<file path="config.mk">
export PLATFORM = sky130hd
export DESIGN_NAME = uv_rd_score_flat
export DESIGN_NICKNAME = d
export VERILOG_FILES = /design/src/rtl/uv_rd_score_if.sv /design/src/rtl/uv_rd_score.sv /design/src/flat_wrapper.sv
export SDC_FILE = /design/constraint.sdc
export NUM_CORES = 2
export LEC_CHECK = 0
export BUFFER_PORTS_ARGS = -buffer_cell sky130_fd_sc_hd__buf_2
export CAP_MARGIN = 5
export CORE_MARGIN = 5
export CORE_UTILIZATION = 60
export CTS_BUF_LIST = sky130_fd_sc_hd__clkbuf_16
export DETAILED_ROUTE_END_ITERATION = 6
export PLACE_DENSITY = 0.75
export SYNTH_ARGS = -nofsm -noshare
export SYNTH_HDL_FRONTEND = slang
export SYNTH_SLANG_ARGS = --single-unit
export TNS_END_PERCENT = 100
</file>
<file path="constraint.sdc">
create_clock -name clk -period 12.25 [get_ports clk]
set_input_delay 1.225 -clock clk [delete_from_list [all_inputs] [get_ports clk]]
set_output_delay 1.225 -clock clk [all_outputs]
set_load 0.05 [all_outputs]
</file>
<file path="src/rtl/uv_rd_score_if.sv">
// Candidate/result bundle between the UV rate stage feeder and the chroma RD scorer.
// The master drives the sweep and its candidates; the slave returns the winning mode.
interface uv_rd_score_if;
  logic        start;
  logic [15:0] lambda;
  logic        valid;
  logic [31:0] rate;
  logic [15:0] hdr;
  logic [31:0] disto;
  logic [31:0] sdisto;
  logic        busy;
  logic [2:0]  best_mode;
  logic [63:0] best_score;
  logic        done;

  modport master (
    output start, lambda, valid, rate, hdr, disto, sdisto,
    input  busy, best_mode, best_score, done
  );

  modport slave (
    input  start, lambda, valid, rate, hdr, disto, sdisto,
    output busy, best_mode, best_score, done
  );
endinterface

</file>
<file path="src/rtl/uv_rd_score.sv">
// Chroma RD scorer: score = (R+H)*lambda + RD_DISTO_MULT*(D+SD) over NUM_MODES
// candidates, with a three-stage pipeline and a strict-min picker (ties keep the lower mode).
module uv_rd_score #(
  parameter int NUM_MODES     = 4,
  parameter int RD_DISTO_MULT = 256
) (
  input logic         clk,
  input logic         rst,
  uv_rd_score_if.slave bus
);
  localparam int SH     = $clog2(RD_DISTO_MULT);
  localparam int STAGES = 2;

  typedef enum logic [1:0] {IDLE, COLLECT, DRAIN, DONE} state_t;

  state_t              state;
  logic [2:0]          cnt;
  logic [15:0]         lam_r;
  logic                acc;
  // [0] S1 holds a candidate, [1] S2 holds a score, [2] running best just updated
  logic [STAGES:0]     vld_pipe;

  logic [32:0]         rh1, dsd1;
  logic [2:0]          tag1, tag2;
  logic [63:0]         score2;
  logic [63:0]         run_score;
  logic [2:0]          run_mode;

  assign acc = (state == COLLECT) && bus.valid && !bus.start;

  always_ff @(posedge clk) begin
    if (rst) begin
      state          <= IDLE;
      cnt            <= '0;
      lam_r          <= '0;
      bus.busy       <= 1'b0;
      bus.done       <= 1'b0;
      bus.best_mode  <= '0;
      bus.best_score <= '0;
    end else begin
      bus.done <= 1'b0;
      if (bus.start) begin
        // start in any state (re)opens a sweep; an aborted sweep never reports
        state    <= COLLECT;
        cnt      <= '0;
        lam_r    <= bus.lambda;
        bus.busy <= 1'b1;
      end else begin
        case (state)
          IDLE: ;
          COLLECT:
            if (bus.valid) begin
              if (cnt == 3'(NUM_MODES - 1)) state <= DRAIN;
              else                          cnt   <= cnt + 3'd1;
            end
          DRAIN:
            if (vld_pipe[1:0] == '0) begin
              state          <= DONE;
              bus.done       <= 1'b1;
              bus.best_mode  <= run_mode;
              bus.best_score <= run_score;
            end
          DONE: begin
            state    <= IDLE;
            bus.busy <= 1'b0;
          end
          default: state <= IDLE;
        endcase
      end
    end
  end

  always_ff @(posedge clk) begin
    if (rst) begin
      vld_pipe  <= '0;
      run_score <= '1;
      run_mode  <= '0;
    end else if (bus.start) begin
      vld_pipe  <= '0;
      run_score <= '1;
      run_mode  <= '0;
    end else begin
      vld_pipe <= {vld_pipe[STAGES-1:0], acc};
      if (vld_pipe[1] && (score2 < run_score)) begin
        run_score <= score2;
        run_mode  <= tag2;
      end
    end
  end

  always_ff @(posedge clk) begin
    if (acc) begin
      rh1  <= {1'b0, bus.rate} + {17'd0, bus.hdr};
      dsd1 <= {1'b0, bus.disto} + {1'b0, bus.sdisto};
      tag1 <= cnt;
    end
    if (vld_pipe[0]) begin
      score2 <= 64'(rh1) * 64'(lam_r) + (64'(dsd1) << SH);
      tag2   <= tag1;
    end
  end
endmodule

</file>
<file path="src/flat_wrapper.sv">
// flat-port wrapper written by rule: the top's interface ports become plain ports
module uv_rd_score_flat 
#(
  parameter int NUM_MODES     = 4,
  parameter int RD_DISTO_MULT = 256
)
  (clk, rst, bus_start, bus_lambda, bus_valid, bus_rate, bus_hdr, bus_disto, bus_sdisto, bus_busy, bus_best_mode, bus_best_score, bus_done);
  uv_rd_score_if bus_i ();
  input logic clk;
  input logic rst;
  input wire logic [$bits(bus_i.start)-1:0] bus_start;
  input wire logic [$bits(bus_i.lambda)-1:0] bus_lambda;
  input wire logic [$bits(bus_i.valid)-1:0] bus_valid;
  input wire logic [$bits(bus_i.rate)-1:0] bus_rate;
  input wire logic [$bits(bus_i.hdr)-1:0] bus_hdr;
  input wire logic [$bits(bus_i.disto)-1:0] bus_disto;
  input wire logic [$bits(bus_i.sdisto)-1:0] bus_sdisto;
  output wire logic [$bits(bus_i.busy)-1:0] bus_busy;
  output wire logic [$bits(bus_i.best_mode)-1:0] bus_best_mode;
  output wire logic [$bits(bus_i.best_score)-1:0] bus_best_score;
  output wire logic [$bits(bus_i.done)-1:0] bus_done;
  assign bus_i.start = bus_start;
  assign bus_i.lambda = bus_lambda;
  assign bus_i.valid = bus_valid;
  assign bus_i.rate = bus_rate;
  assign bus_i.hdr = bus_hdr;
  assign bus_i.disto = bus_disto;
  assign bus_i.sdisto = bus_sdisto;
  assign bus_busy = bus_i.busy;
  assign bus_best_mode = bus_i.best_mode;
  assign bus_best_score = bus_i.best_score;
  assign bus_done = bus_i.done;
  uv_rd_score #(.NUM_MODES(NUM_MODES), .RD_DISTO_MULT(RD_DISTO_MULT)) u_core (.clk(clk), .rst(rst), .bus(bus_i));
endmodule
</file>
==> results.json <==
{
  "cpMostUsedCell": "fa_1",
  "slowest_delay_ns": 0.64,
  "hold_violations": 0,
  "fin_skew_ns": 0.0207,
  "io_pins": 201,
  "ys_ff_latch": 255,
  "worst_pin_slew_ns": 1.14,
  "start_util_pct": 60.6,
  "drt_wl_total_um": 73800,
  "syn_nets": 4169,
  "stdcell_count": 4122,
  "grt_pass1_vias": 24500,
  "synth_top_flop_cell": "dfxtp_1",
  "synth_most_common_cell": "inv_1",
  "top_layer_used": "met5",
  "wl_per_cell_um": 17.9,
  "crit_buf_inv": 4,
  "hold_path.class": "reg -> reg",
  "clock_sinks": 255,
  "maxCapViolations": 0,
  "gr-total-overflow": 0,
  "drv_slew": 0,
  "critical_path_class": "reg -> reg",
  "die-height_um": 235,
  "crit_arrival_ns": 7.52,
  "cts.repair.resized": 0,
  "drc": 0,
  "clk_latency_ns": 0.57,
  "p_per_area_nw_per_um2": 164,
  "row_count": 82,
  "period_share_pct": 58.9,
  "synthArstFlopShare_pct": 0,
  "dp.cells": 4070,
  "end_kind": "flip-flop",
  "status": "complete, no violations",
  "wl_met3_um": 6460,
  "crit_fanout": 21,
  "drt_pre_antenna_iters": 5,
  "drive_above_1_share_pct": 8.70,
  "synthToLayoutAreaGrowth_pct": 7.68,
  "cts.clk_slew.worst_paths_ns": 0.06,
  "dieArea_sq_um": 55200,
  "antenna_found_initial": 1,
  "period_minus_slack_ns": 7.22,
  "grt_max_degree": 76,
  "leakage_nw": 16.3,
  "synth_common_cells": "inv_1 (663), nand2_1 (470), fa_1 (468)",
  "place_congestion": 0.926,
  "slew_headroom_pct": 23.7,
  "die_w_um": 235,
  "synth_area_leader_cell": "fa_1",
  "clock_path_buffers": 3,
  "critical-path-top-delay-family": "adder cells",
  "grt_pass1_wl_um": 123000,
  "portBuffers": 200,
  "yosys_warnings": 0,
  "core_sq_um": 50100,
  "required_ns": 12.56,
  "synth_top_area_share_pct": 30.9,
  "path_depth": 21,
  "rr_worst_depth": 21,
  "postRouteAntennaNets": 0,
  "vias": 23000,
  "dr_wl_met2_um": 34800,
  "fmax_ghz": 0.139,
  "finalSetupViolations": 0,
  "ys_types": 74,
  "nets": 4260,
  "cts_root_buf": "clkbuf_16",
  "cts_max_level": 1,
  "netlist_area_sq_um": 30300,
  "cp_slowest_cell": "dfxtp_1",
  "post_cts_buffers": 0,
  "setup_tns_ns": 0,
  "min_path_cells": 0,
  "worst_ir_drop_vdd_mv": 0.140,
  "hold_buffers": 0,
  "vias_per_cell": 5.57,
  "synth_area_leaders": "fa_1 (31%), edfxtp_1 (12%), ha_1 (9.6%)",
  "synth_edf_count": 122,
  "synth-seq-area-share_pct": 20.9,
  "postSynthAreaPerCell_sq_um": 9.09,
  "dp_hpwl_um": 57700,
  "grt_use_total_pct": 26.7,
  "startpoint_type": "flip-flop",
  "synthesis.instances": 3337,
  "antenna_cells": 0,
  "crit_chain": "buf_4 > nand2_1 > fa_1 > fa_1 > fa_1 > inv_1 > fa_1 > fa_1 > inv_1 > fa_1 > inv_1 > ha_1 > a21oi_1 > o21ai_0 > nor4_1 > a21oi_1 > a311oi_2 > o21ai_1 > a2111oi_2 > o21bai_1 > xor2_1",
  "initialDrtViolationCount": 1910,
  "cts_tree": "built",
  "rsz0062_at_grt": "false",
  "cts_buffers": 28,
  "wl_met1_um": 30700
}
## cell type report
cell class              count  area (sq um)
clock buffers              31           776
clock inverters            21           178
fillers                  4133         17400
inverters                 663          2490
multi-input cells        2255         20900
flip-flops and latches    255          6330
well taps                 672           841
repair buffers            225          1190
## sequential cells by signal, indices dropped and copies added, names as in the netlist
| signal | cells |
|---|---|
| u_core.tag1 | 3 |
| u_core.lam_r | 16 |
| u_core.state | 2 |
| u_core.bus.best_score | 51 |
| u_core.rh1 | 33 |
| u_core.run_score | 51 |
| u_core.vld_pipe | 2 |
| u_core.bus.busy | 1 |
| u_core.bus.done | 1 |
| u_core.dsd1 | 33 |
| u_core.run_mode | 3 |
| u_core.tag2 | 3 |
| u_core.score2 | 50 |
| u_core.bus.best_mode | 3 |
| u_core.cnt | 3 |
## routing by layer
metal | vias up | global-route usage [%]
met5 | - | 0
met4 | 2 | 7.04
met3 | 149 | 6.30
met2 | 930 | 44.0
met1 | 11300 | 35.8
li1 | 10600 | -
## kinds of logic after synthesis
family	after synthesis	synth area share, %
xor+xnor	99	2.86
flops	255	20.9
fa+ha+maj	700	40.5
mux	17	0.561
buf+inv	827	10.5
compound gates	441	9.13
simple gates	998	15.7
## path summary, 6_finish.rpt
| check | slack (ns) | startpoint | end |
|---|---|---|---|
| worst max-delay path | 5.03 | u_core.lam_r[2]$_SDFFE_PP0P_ | u_core.score2[48]$_DFFE_PP_ |
| worst min-delay path | 0.42 | u_core.tag1[1]$_DFFE_PP_ | u_core.tag2[1]$_DFFE_PP_ |
| worst max register to register | 5.03 | u_core.lam_r[2]$_SDFFE_PP0P_ | u_core.score2[48]$_DFFE_PP_ |
| worst min register to register | 0.42 | u_core.tag1[1]$_DFFE_PP_ | u_core.tag2[1]$_DFFE_PP_ |
## per-stage QoR
stage | cell area [sq um] | hold slack [ns] | power [mW] | utilization (%) | worst slack [ns]
detailed placement | 31700 | 0.411 | 4.48 | 63.3 | 5.09
floorplan | 30300 | 0.400 | 3.64 | - | 5.78
global placement | 31700 | 0.403 | 4.42 | 63.3 | 5.25
global route | 32700 | 0.432 | 5.87 | 65.2 | 4.62
CTS | 32700 | 0.425 | 5.36 | 65.2 | 5.07
finish | 32700 | 0.424 | 5.35 | 65.2 | 5.03
## report_power, final
group	total (mW)	switching, mW	internal, mW
clock	0.865	0.349	0.516
combinational	3.37	2.04	1.33
sequential	1.12	0.0388	1.08
total	5.35	2.43	2.93
## layout by cell type (no fill, tap or decap), types with 122 or more instances in the layout
master,netlist,routed
edfxtp_1,122,122
a21oi_1,149,149
dfxtp_1,133,132
inv_1,663,669
and2_1,226,226
nand3_1,126,125
buf_2,4,200
ha_1,232,232
fa_1,468,468
nand2_1,470,470
No activity file was read; power rests on OpenSTA's default activity.
